### config.mk
export PLATFORM = sky130hd
export DESIGN_NAME = alu_result_stage
export DESIGN_NICKNAME = d
export VERILOG_FILES = /design/src/rtl/alu_result_stage.sv
export SDC_FILE = /design/constraint.sdc
export NUM_CORES = 1
export LEC_CHECK = 0
export ABC_CLOCK_PERIOD_IN_PS = 6700
export CAP_MARGIN = 30
export CORE_AREA = 2 2 88 90
export DETAILED_ROUTE_END_ITERATION = 8
export DIE_AREA = 0 0 90 92
export HOLD_SLACK_MARGIN = 0.15
export PLACE_DENSITY_LB_ADDON = 0.08
export SLEW_MARGIN = 25
export SYNTH_ARGS = -nofsm -noshare
export SYNTH_HDL_FRONTEND = slang
export SYNTH_SLANG_ARGS = --single-unit
### constraint.sdc
create_clock -name i_clk -period 6.7 [get_ports i_clk]
set_input_delay 1.34 -clock i_clk [delete_from_list [all_inputs] [get_ports i_clk]]
set_output_delay 1.34 -clock i_clk [all_outputs]
set_load 0.005 [all_outputs]
### src/rtl/alu_result_stage.sv
// ---------------------------------------------------------------------------
// alu_result_stage
//
// Result/flag stage sitting directly behind the 16-bit ALU.
//   - Accepts one ALU result per valid/ready handshake.
//   - Updates the architectural N/Z/C/V flag register under a per-bit mask.
//     A direct flag load overrides the masked update.
//   - Queues register-file writebacks in a small in-order FIFO.
//   - o_carry feeds the stored carry back to the ALU, so a chained
//     add/subtract sees the new carry on the very next cycle.
//
// Optional feature macro: ALU_RESULT_BYPASS_EN
//   When this macro is defined, a writeback that arrives while the FIFO is
//   empty and the register file is ready is presented combinationally in
//   the same cycle. The entry is never stored.
//
// Ports
//   i_clk, i_rst              clock (rising edge), synchronous active-high reset
//   i_valid / o_ready         ALU result handshake
//   i_data, i_flag            ALU o_data and o_flag (bit3 N, bit2 Z, bit1 C, bit0 V)
//   i_flag_we                 per-bit flag update mask, applied on accept
//   i_wb_en, i_dst            writeback enable and destination register index
//   i_flag_ld, i_flag_ld_data direct flag load (flag-restore instructions)
//   o_flag, o_carry           flag register and its carry bit
//   o_wb_valid / i_wb_ready   writeback handshake towards the register file
//   o_wb_data, o_wb_dst       head writeback entry
// ---------------------------------------------------------------------------
module alu_result_stage #(
    parameter int WIDTH = 16,
    parameter int DEPTH = 2
) (
    input  logic             i_clk,
    input  logic             i_rst,
    input  logic             i_valid,
    output logic             o_ready,
    input  logic [WIDTH-1:0] i_data,
    input  logic [3:0]       i_flag,
    input  logic [3:0]       i_flag_we,
    input  logic             i_wb_en,
    input  logic [3:0]       i_dst,
    input  logic             i_flag_ld,
    input  logic [3:0]       i_flag_ld_data,
    output logic [3:0]       o_flag,
    output logic             o_carry,
    output logic             o_wb_valid,
    input  logic             i_wb_ready,
    output logic [WIDTH-1:0] o_wb_data,
    output logic [3:0]       o_wb_dst
);

    localparam int AW = (DEPTH > 1) ? $clog2(DEPTH) : 1;
    localparam logic [AW:0] CNT_ZERO = '0;
    localparam logic [AW:0] CNT_ONE  = (AW+1)'(1);
    localparam logic [AW:0] CNT_TWO  = (AW+1)'(2);
    localparam logic [AW:0] CNT_FULL = (AW+1)'(DEPTH);

    logic [3:0]       flag_reg;
    logic [3:0]       flag_next;
    logic [3:0]       flag_masked;
    logic [AW-1:0]    wr_ptr_reg;
    logic [AW-1:0]    rd_ptr_reg;
    logic [AW-1:0]    rd_ptr_inc;
    logic [AW:0]      count_reg;
    logic [AW:0]      count_next;
    logic [WIDTH-1:0] data_mem [DEPTH];
    logic [3:0]       dst_mem  [DEPTH];
    logic [WIDTH-1:0] head_data_reg;
    logic [3:0]       head_dst_reg;

    logic accept;
    logic push;
    logic pop;
    logic fifo_valid;
    logic bypass;

    assign o_ready    = (count_reg < CNT_FULL);
    assign accept     = i_valid && o_ready;
    assign fifo_valid = (count_reg != CNT_ZERO);
    assign pop        = fifo_valid && i_wb_ready;
    assign rd_ptr_inc = rd_ptr_reg + 1'b1;

`ifdef ALU_RESULT_BYPASS_EN
    // Empty FIFO and a ready register file: hand the result straight through.
    assign bypass     = (count_reg == CNT_ZERO) && i_valid && i_wb_en && i_wb_ready;
    assign o_wb_valid = fifo_valid || bypass;
    assign o_wb_data  = bypass ? i_data : head_data_reg;
    assign o_wb_dst   = bypass ? i_dst  : head_dst_reg;
`else
    assign bypass     = 1'b0;
    assign o_wb_valid = fifo_valid;
    assign o_wb_data  = head_data_reg;
    assign o_wb_dst   = head_dst_reg;
`endif

    // A bypassed entry is consumed in place and never occupies a slot.
    assign push = accept && i_wb_en && !bypass;

    // Per-bit masked flag update.
    generate
        for (genvar gi = 0; gi < 4; gi++) begin : g_flag_mask
            assign flag_masked[gi] = i_flag_we[gi] ? i_flag[gi] : flag_reg[gi];
        end
    endgenerate

    always_comb begin
        flag_next = flag_reg;
        if (accept) begin
            flag_next = flag_masked;
        end
        // Direct load wins over a simultaneous accept on all four bits.
        if (i_flag_ld) begin
            flag_next = i_flag_ld_data;
        end
    end

    always_comb begin
        count_next = count_reg;
        case ({push, pop})
            2'b10:   count_next = count_reg + CNT_ONE;
            2'b01:   count_next = count_reg - CNT_ONE;
            default: count_next = count_reg;
        endcase
    end

    // Entry storage: no reset needed, occupancy is tracked by count_reg.
    always_ff @(posedge i_clk) begin
        if (!i_rst && push) begin
            data_mem[wr_ptr_reg] <= i_data;
            dst_mem[wr_ptr_reg]  <= i_dst;
        end
    end

    always_ff @(posedge i_clk) begin
        if (i_rst) begin
            flag_reg      <= 4'h0;
            wr_ptr_reg    <= '0;
            rd_ptr_reg    <= '0;
            count_reg     <= CNT_ZERO;
            head_data_reg <= '0;
            head_dst_reg  <= 4'h0;
        end else begin
            flag_reg  <= flag_next;
            count_reg <= count_next;
            if (push) begin
                wr_ptr_reg <= wr_ptr_reg + 1'b1;
            end
            if (pop) begin
                rd_ptr_reg <= rd_ptr_inc;
            end
            // The head register is a registered copy of the oldest entry.
            // It reloads only when the head changes, so it holds its value
            // while stalled or empty.
            if (pop && (count_reg >= CNT_TWO)) begin
                head_data_reg <= data_mem[rd_ptr_inc];
                head_dst_reg  <= dst_mem[rd_ptr_inc];
            end else if (push && ((count_reg == CNT_ZERO) ||
                                  (pop && (count_reg == CNT_ONE)))) begin
                head_data_reg <= i_data;
                head_dst_reg  <= i_dst;
            end
        end
    end

    assign o_flag  = flag_reg;
    assign o_carry = flag_reg[1];

endmodule

==> metrics.txt, run 1 <==
Area Growth Syn to Fin 32.3%; CP Class input pin to flop; WP buf/inv 3; drt via density 5.27; Synth area leaders edfxtp_1 (42%), dfxtp_1 (19%), a2111oi_0 (6.1%); post-synth top area share 0.417; max reg flops 32; starting density of the core 0.387; placer's final routability congestion estimate around 0.67; first-pass GRT wire length 11,200 µm; CTS tree yes; DRT Wirelength about 7000 µm; largest reg by FF count data_mem; clk buf depth 2; mux contribution to synthesized area 0.0139; Crit. Startpoint i_valid; most frequent cells in the layout clkdlybuf4s50_1 (64), edfxtp_1 (40), dfxtp_1 (28); CP arrival 3.43 ns; IO buf count 64; Rel. slew slack 0.439; worst-path cell chain clkdlybuf4s50_1, and3b_4, inv_4, nor3_2, buf_4; Synth Area in Adders 0.0174; Hold Vio Cnt, Final 0; DRC Markers 0; Crit path max-delay family buffers and inverters; DPL Wire Length a little over 4000 µm; Critical R2R Launch count_reg[1]; clock sinks 68; Yosys Warn Count 0; Synth Area in Simple Gates 0.116; multi-input logic area 973 µm²; Power Density 342 nW/µm²; dpl cells around 380; Max Slew Vio Count 0; Max-Cap Viols 0; post-synth top area cell edfxtp_1; core area around 7400 µm²; Worst-path clk slew 0.07 ns; startpoint types input pin; Seq/Total Area, Yosys 0.611; Register Area 1760 µm²; FMAX 294 MHz; Slowest-stage cell, CP clkdlybuf4s50_1; CTS hold repair buffers 0; via count 2,101; worst vdd ir approximately 0.21 mV; number of detailed-route iterations in the first pass 4; Avg Synthesized Cell Area 12.4 µm²; CP max stage delay 0.54 ns; Synth Net Count 275; num ports between 60 and 70; # H-tree levels 3; vias in the first global route 2,120; Leakage ~1.2 nW; XOR/XNOR Fraction of Synth Area 0.0122; Final Instance Count excl. Fillers 399; post-route antenna net violation count 0; Final nets 334; die height between 90 and 100 µm; setup_tns 0 ns; # diodes 0; DR iter-0 viols 140; Reg2Reg Depth 4; largest net degree at the start of global routing 42; min-delay src o_wb_data[6]; instance count on the critical path 5; worst-margin pin slew 0.841 ns; Worst Path Max Fanout 23; mapped cell area 2880 µm²; Hold Path Depth 2; status completed; Synth Instances 233; EDFF count, synth 40; total track usage 0.177; Final min period 3.40 ns; # setup viols final 0; largest family of logic cells by synthesized area compound AO/OA/AOI/OAI gates; routed length per instance 17.5 µm; clk root buf clkbuf_8; Yosys cell types 30; ys flop type edfxtp_1; Remaining Overflow, GRT 0; asr flop ratio synth 0; compound-gate portion of the synthesized area 0.174; share of cells above drive strength 1 0.0943; Fill cells 674; hold_ws 0.516 ns; class of the worst hold path flop to flop; Post-CTS Setup Inserts 0; WP data required 6.73 ns; Yosys reg bits 68; initial antenna violation count 0; part of the cycle the worst path needs 0.507; Die Footprint 8280 µm²; post_cts resized 0; TritonCTS buffer count 9; RSZ-0062 raised after global routing no; CP Capture Type flop; clock latency on the worst-skew pair 0.35 ns; most common cell after layout, fill and taps aside clkdlybuf4s50_1; floorplan row count 32; Clock Skew 0.0142 ns; Die Wd 90 µm
final timing paths:
path / slack, ns / endpoint
worst min register to register: 0.52 / o_wb_data[6]
worst min-delay path: 0.52 / o_wb_data[6]
worst max register to register: 4.36 / dst_mem[0][0]
worst max-delay path: 3.30 / dst_mem[0][0]
cell families after synthesis:
family,after synthesis
buffers and inverters,28
muxes,4
and+or+nand+nor,58
xor gates and xnor gates,4
AOI/OAI and AO/OA,67
adders and majority gates,4
DFF,68
final cells by class:
type,instances,area share
flip-flops and latches,68,0.462
well taps,102,0.0335
inverters,6,0.00657
clock inverters,3,0.00558
multi-input cells,137,0.255
clock buffers,13,0.0558
repair buffers,70,0.181
power breakdown:
group | switching [W] | internal, W
combinational | 0.000237 | 0.000175
sequential | 0.0000272 | 0.000493
clock | 0.000158 | 0.000212
worst reg2reg max path: cells and delay by family, from the launching register on:
kind	cells	cell delay [ns]
buffers and inverters	2	0.56
AND/OR/NAND/NOR	2	1.08
flip-flops	1	0.38
layer usage:
metal / global-route usage / vias to the layer above / share of wire
li1: - / 1026 / -
met1: 0.220 / 996 / 0.44
met2: 0.286 / 70 / 0.49
met3: 0.0559 / 9 / 0.055
met4: 0.0756 / 0 / 0.013
met5: 0 / - / 0
synthesized netlist by cell type, types with 2 or more instances:
master and number:
mux2i_1 4, dfxtp_1 28, o21ai_1 18, buf_8 2, nand3b_1 4, o21ai_0 2, a311oi_1 20, nor2_1 9
clkbuf_1 10, xor2_1 3, nand3_1 20, nor2b_1 20, a211oi_1 5, ha_1 4, buf_6 2, edfxtp_1 40
buf_2 6, inv_1 5, a2111oi_0 20
through the flow:
stage | total power [W] | instance area, µm² | utilization | setup WS (ns)
CTS | 0.00131 | 3810 | 0.512 | 3.31
finish | 0.00130 | 3810 | 0.512 | 3.30
global route | 0.00137 | 3810 | 0.512 | 3.18
global placement | 0.000932 | 3570 | 0.479 | 3.02
floorplan | 0.000766 | 2880 | - | 2.98
detailed placement | 0.000942 | 3580 | 0.480 | 2.94
Note: power is estimated with default switching activity, not from simulation.
==> inputs of run 2 (changes only) <==
--- a/config.mk
+++ b/config.mk
@@ -5,7 +5,7 @@
 export SDC_FILE = /design/constraint.sdc
 export NUM_CORES = 1
 export LEC_CHECK = 0
-export ABC_CLOCK_PERIOD_IN_PS = 6700
+export ABC_CLOCK_PERIOD_IN_PS = 3200
 export CAP_MARGIN = 30
 export CORE_AREA = 2 2 88 90
 export DETAILED_ROUTE_END_ITERATION = 8
==> constraint.sdc (replaced) <==
create_clock -name i_clk -period 3.2 [get_ports i_clk]
set_input_delay 0.64 -clock i_clk [delete_from_list [all_inputs] [get_ports i_clk]]
set_output_delay 0.64 -clock i_clk [all_outputs]
set_load 0.005 [all_outputs]
==> metrics.txt, run 2 (synthesis results as in run 1) <==
CP arrival 1.73 ns; DRC Markers 0; worst vdd ir between 0.2 and 0.3 mV; Critical R2R Launch count_reg[1]; sequential power share 0.422; largest reg by FF count data_mem; worst-path cell chain inv_1, ha_1, inv_1, clkdlybuf4s50_1; most frequent cells in the layout clkdlybuf4s50_1 (64), edfxtp_1 (40), dfxtp_1 (28); max reg flops 32; # diodes 0; # setup viols final 0; Rel. slew slack 0.397; RR Endpoint o_wb_data[5]; Fill cells 703; first-pass GRT wire length approximately 11,000 µm; Slowest-stage cell, CP clkdlybuf4s50_1; starting density of the core 0.387; total power 0.00265 W; PnR worst setup slack 0.834 ns; clock sinks 68; IO buf count 64; # H-tree levels 3; Worst-path clk slew 0.07 ns; logic gate share of total power 0.311; placer's final routability congestion estimate 0.703; setup_tns 0 ns; status completed; Die Wd 90 µm; clk buf depth 2; flop2flop setup slack 1.02 ns; Post-CTS Setup Inserts 0; num ports 65; initial antenna violation count 0; floorplan row count 32; core area 7450 µm²; startpoint types flop; Clock Skew 0.00994 ns; routed length per instance ~17 µm; vias in the first global route 2,221; most common cell after layout, fill and taps aside clkdlybuf4s50_1; sw frac 0.331; sw power 0.000877 W; number of detailed-route iterations in the first pass 4; Register Area around 1800 µm²; Die Footprint a little over 8000 µm²; largest net degree at the start of global routing 27; Layout Utilization 0.509; Worst Path Max Fanout 8; part of the cycle the worst path needs 0.739; Hold Crit Endpoint o_wb_data[10]; Power Density ~700 nW/µm²; CP Class flop to output port; Worst path most repeated cell inv_1; die height 92 µm; WP buf/inv 3; Final min period 2.37 ns; clk root buf clkbuf_8; clock latency on the worst-skew pair approximately 0.34 ns; min-delay src o_wb_data[10]; CTS hold repair buffers 0; class of the worst hold path flop to flop; multi-input logic area 973 µm²; worst-margin pin slew 0.903 ns; Area Growth Syn to Fin 31.5%; Setup WS pre-CTS 0.599 ns; CP Capture Type output port; drt via density 5.32; DR iter-0 viols 97; RSZ-0062 raised after global routing no; WP data required 2.56 ns; Hold Path Depth 2; Leakage between 1 and 1.5 nW; hold_ws 0.515 ns; DRT Wirelength 6860 µm; Final nets 336; Hold Vio Cnt, Final 0; CP max stage delay 0.50 ns; via count approximately 2.1k; internal power 0.00177 W; Crit. Startpoint count_reg[1]; DPL Wire Length 4350 µm; Crit path max-delay family buffers and inverters; post_cts resized 0; Max-Cap Viols 0; total track usage 0.172; Clk pwr share 0.267; CTS tree yes; TritonCTS buffer count 9; post-route antenna net violation count 0; FMAX about 420 MHz; Max Slew Vio Count 0; Reg2Reg Depth 5; Remaining Overflow, GRT 0; share of cells above drive strength 1 0.100
[run 2: cell types whose count changed in the layout (fill, tap and decap cells not counted), sizes merged]
| cell | change |
|---|---|
| bufinv | +1 |
| clkbuf | -3 |
| buf | +2 |
| clkinvlp | +1 |
| clkinv | +1 |
[run 2: how the worst max path moves through the flow]
stage / to / slack (ns) / cells after the start
2_1_floorplan: data_mem[1][0] / 0.18 / 4
3_3_place_gp: data_mem[1][1] / 0.62 / 5
3_5_place_dp: data_mem[0][5] / 0.60 / 5
4_1_cts: o_wb_valid / 0.82 / 4
5_1_grt: o_wb_valid / 0.75 / 4
6_report: o_wb_valid / 0.83 / 4
[run 2: cell type report]
cell class | instances | share of cell area
flip-flops and latches | 68 | 0.465
inverters | 6 | 0.00660
clock inverters | 6 | 0.0168
well taps | 102 | 0.0337
multi-input cells | 137 | 0.257
clock buffers | 10 | 0.0363
repair buffers | 72 | 0.185
[run 2: through the flow]
stage | cell area [µm²] | std cells
global route | 3790 | 401
global placement | 3590 | 385
finish | 3790 | 401
detailed placement | 3590 | 385
CTS | 3790 | 401
floorplan | 2880 | 233
[run 2: metal layers]
layer,share of wire,GRT usage
met1,0.46,0.223
met2,0.48,0.278
met3,0.046,0.0362
met4,0.017,0.0782
met5,0,0
[run 2: power groups by stage]
stage	sequential [W]	combinational, W	clock (W)
2_1_floorplan	0.00111	0.000497	0
3_3_place_gp	0.00114	0.000820	0
3_5_place_dp	0.00114	0.000824	0
4_1_cts	0.00112	0.000828	0.000726
5_1_grt	0.00114	0.000899	0.000767
6_report	0.00112	0.000823	0.000708
[run 2: worst reg2reg max path, delay by kind of cell (launching register included)]
family | cells | cell delay (ns)
adders and majority gates | 1 | 0.25
buffers and inverters | 1 | 0.13
and+or+nand+nor | 2 | 0.89
AOI/OAI and AO/OA | 1 | 0.36
DFF | 1 | 0.45
==> inputs of run 3 (changes only) <==
--- a/config.mk
+++ b/config.mk
@@ -5,7 +5,7 @@
 export SDC_FILE = /design/constraint.sdc
 export NUM_CORES = 1
 export LEC_CHECK = 0
-export ABC_CLOCK_PERIOD_IN_PS = 3200
+export ABC_CLOCK_PERIOD_IN_PS = 2000
 export CAP_MARGIN = 30
 export CORE_AREA = 2 2 88 90
 export DETAILED_ROUTE_END_ITERATION = 8
==> constraint.sdc (replaced) <==
create_clock -name i_clk -period 2 [get_ports i_clk]
set_input_delay 0.4 -clock i_clk [delete_from_list [all_inputs] [get_ports i_clk]]
set_output_delay 0.4 -clock i_clk [all_outputs]
set_load 0.005 [all_outputs]
==> metrics.txt, run 3 (synthesis results as in run 1) <==
clk buf depth 2; Leakage 1.30 nW; sequential power share 0.406; Die Footprint 8280 µm²; max reg flops 32; core area 7450 µm²; CP arrival 1.51 ns; most common cell after layout, fill and taps aside clkdlybuf4s50_1; DRC Markers 0; sw frac 0.322; placer's final routability congestion estimate 0.719; vias in the first global route 2,133; number of detailed-route iterations in the first pass 6; Area Growth Syn to Fin 34.7%; CTS tree yes; Final min period 1.91 ns; Slowest-stage cell, CP clkdlybuf4s50_1; CP Class flop to output port; wire length on met1 around 3000 µm; num ports 65; Worst Path Max Fanout 4; hold_ws 0.502 ns; total power 0.00430 W; internal power 0.00291 W; Clock Skew roughly 0.0046 ns; first-pass GRT wire length 10,800 µm; part of the cycle the worst path needs 0.955; drt via density 5.21; Power Density 1110 nW/µm²; post-route antenna net violation count 0; most frequent cells in the layout clkdlybuf4s50_1 (64), edfxtp_1 (40), dfxtp_1 (27), buf_4 (21); IO buf count 64; TritonCTS buffer count 9; Final Instance Count excl. Fillers 414; Remaining Overflow, GRT 0; DRT Wirelength 6640 µm; Post-CTS Setup Inserts 0; worst vdd ir approximately 0.78 mV; Worst-path clk slew 0.07 ns; DR iter-0 viols 113; Rel. slew slack 0.613; dpl cells 398; via count approximately 2.2k; DPL Wire Length approximately 4500 µm; logic gate share of total power 0.347; # diodes 0; Die Wd 90 µm; # H-tree levels 3; Worst path most repeated cell inv_1; WP data required 1.60 ns; CP max stage delay about 0.5 ns; largest net degree at the start of global routing 25; die height 92 µm; class of the worst hold path flop to flop; FMAX roughly 520 MHz; setup_tns 0 ns; CP Capture Type output port; total track usage 0.166; Hold Vio Cnt, Final 0; met3 wire length 357 µm; Final nets 349; clk root buf clkbuf_8; initial antenna violation count 0; status completed; Max-Cap Viols 0; Clk pwr share 0.247; Max Slew Vio Count 0; clock latency on the worst-skew pair 0.34 ns; sw power 0.00138 W; RSZ-0062 raised after global routing no; worst-path cell chain inv_1, ha_2, inv_1, clkdlybuf4s50_1; Layout Utilization 0.521; routed length per instance 16.0 µm; floorplan row count 32; worst-margin pin slew 0.566 ns; WL met2 3130 µm; clock sinks slightly below 70; Fill cells 705; Top Metal Used met4; largest reg by FF count data_mem; startpoint types flop; # setup viols final 0; starting density of the core 0.387; share of cells above drive strength 1 0.135
## run 3: metal layers
layer / global-route usage / vias up
met1: 0.216 / 1045
met2: 0.266 / 50
met5: 0 / -
met3: 0.0559 / 4
li1: - / 1058
met4: 0.0449 / 0
## run 3: power groups by stage
stage          Sequential (W)  Combinational, W  Clock, W
6_report              0.00174           0.00149   0.00106
5_1_grt               0.00176           0.00162   0.00114
4_1_cts               0.00175           0.00149   0.00109
3_5_place_dp          0.00177           0.00148         0
3_3_place_gp          0.00177           0.00147         0
2_1_floorplan         0.00177          0.000802         0
## run 3: worst max-delay path, delay by kind of cell (launching register included)
kind	cells	cell delay, ns
adders and majority gates	1	0.21
buffers and inverters	3	0.62
DFF	1	0.35
## run 3: cell type report
class	instances	area, µm²	share of cell area
Clock inverter	5	52.6	0.0135
Clock buffer	11	131	0.0338
Sequential cell	68	1760	0.454
Timing Repair Buffer	85	798	0.206
Inverter	6	25.0	0.00645
Multi-Input combinational cell	137	985	0.254
Tap cell	102	128	0.0329
## run 3: path summary, 6_finish.rpt
path                   end           from  slack (ns)  depth (start not counted)
max             o_wb_valid   count_reg[0]        0.09                          4
min          o_wb_data[12]  o_wb_data[12]        0.50                          2
max reg2reg   o_wb_data[0]   count_reg[0]        0.27                          5
min reg2reg  o_wb_data[12]  o_wb_data[12]        0.50                          2
## run 3: metrics by stage
stage / worst slack, ns / cell area, µm²
5_1_grt: 0.0114 / 3880
2_1_floorplan: 0.143 / 2900
4_1_cts: 0.0232 / 3880
6_report: 0.0908 / 3880
3_3_place_gp: -0.0139 / 3690
3_5_place_dp: -0.0193 / 3690
## run 3: timing repair
item,4_1_cts,5_1_grt
hold buffers,0,0
pin swaps,0,0
gates resized for setup,1,1
setup endpoints to repair,1,1
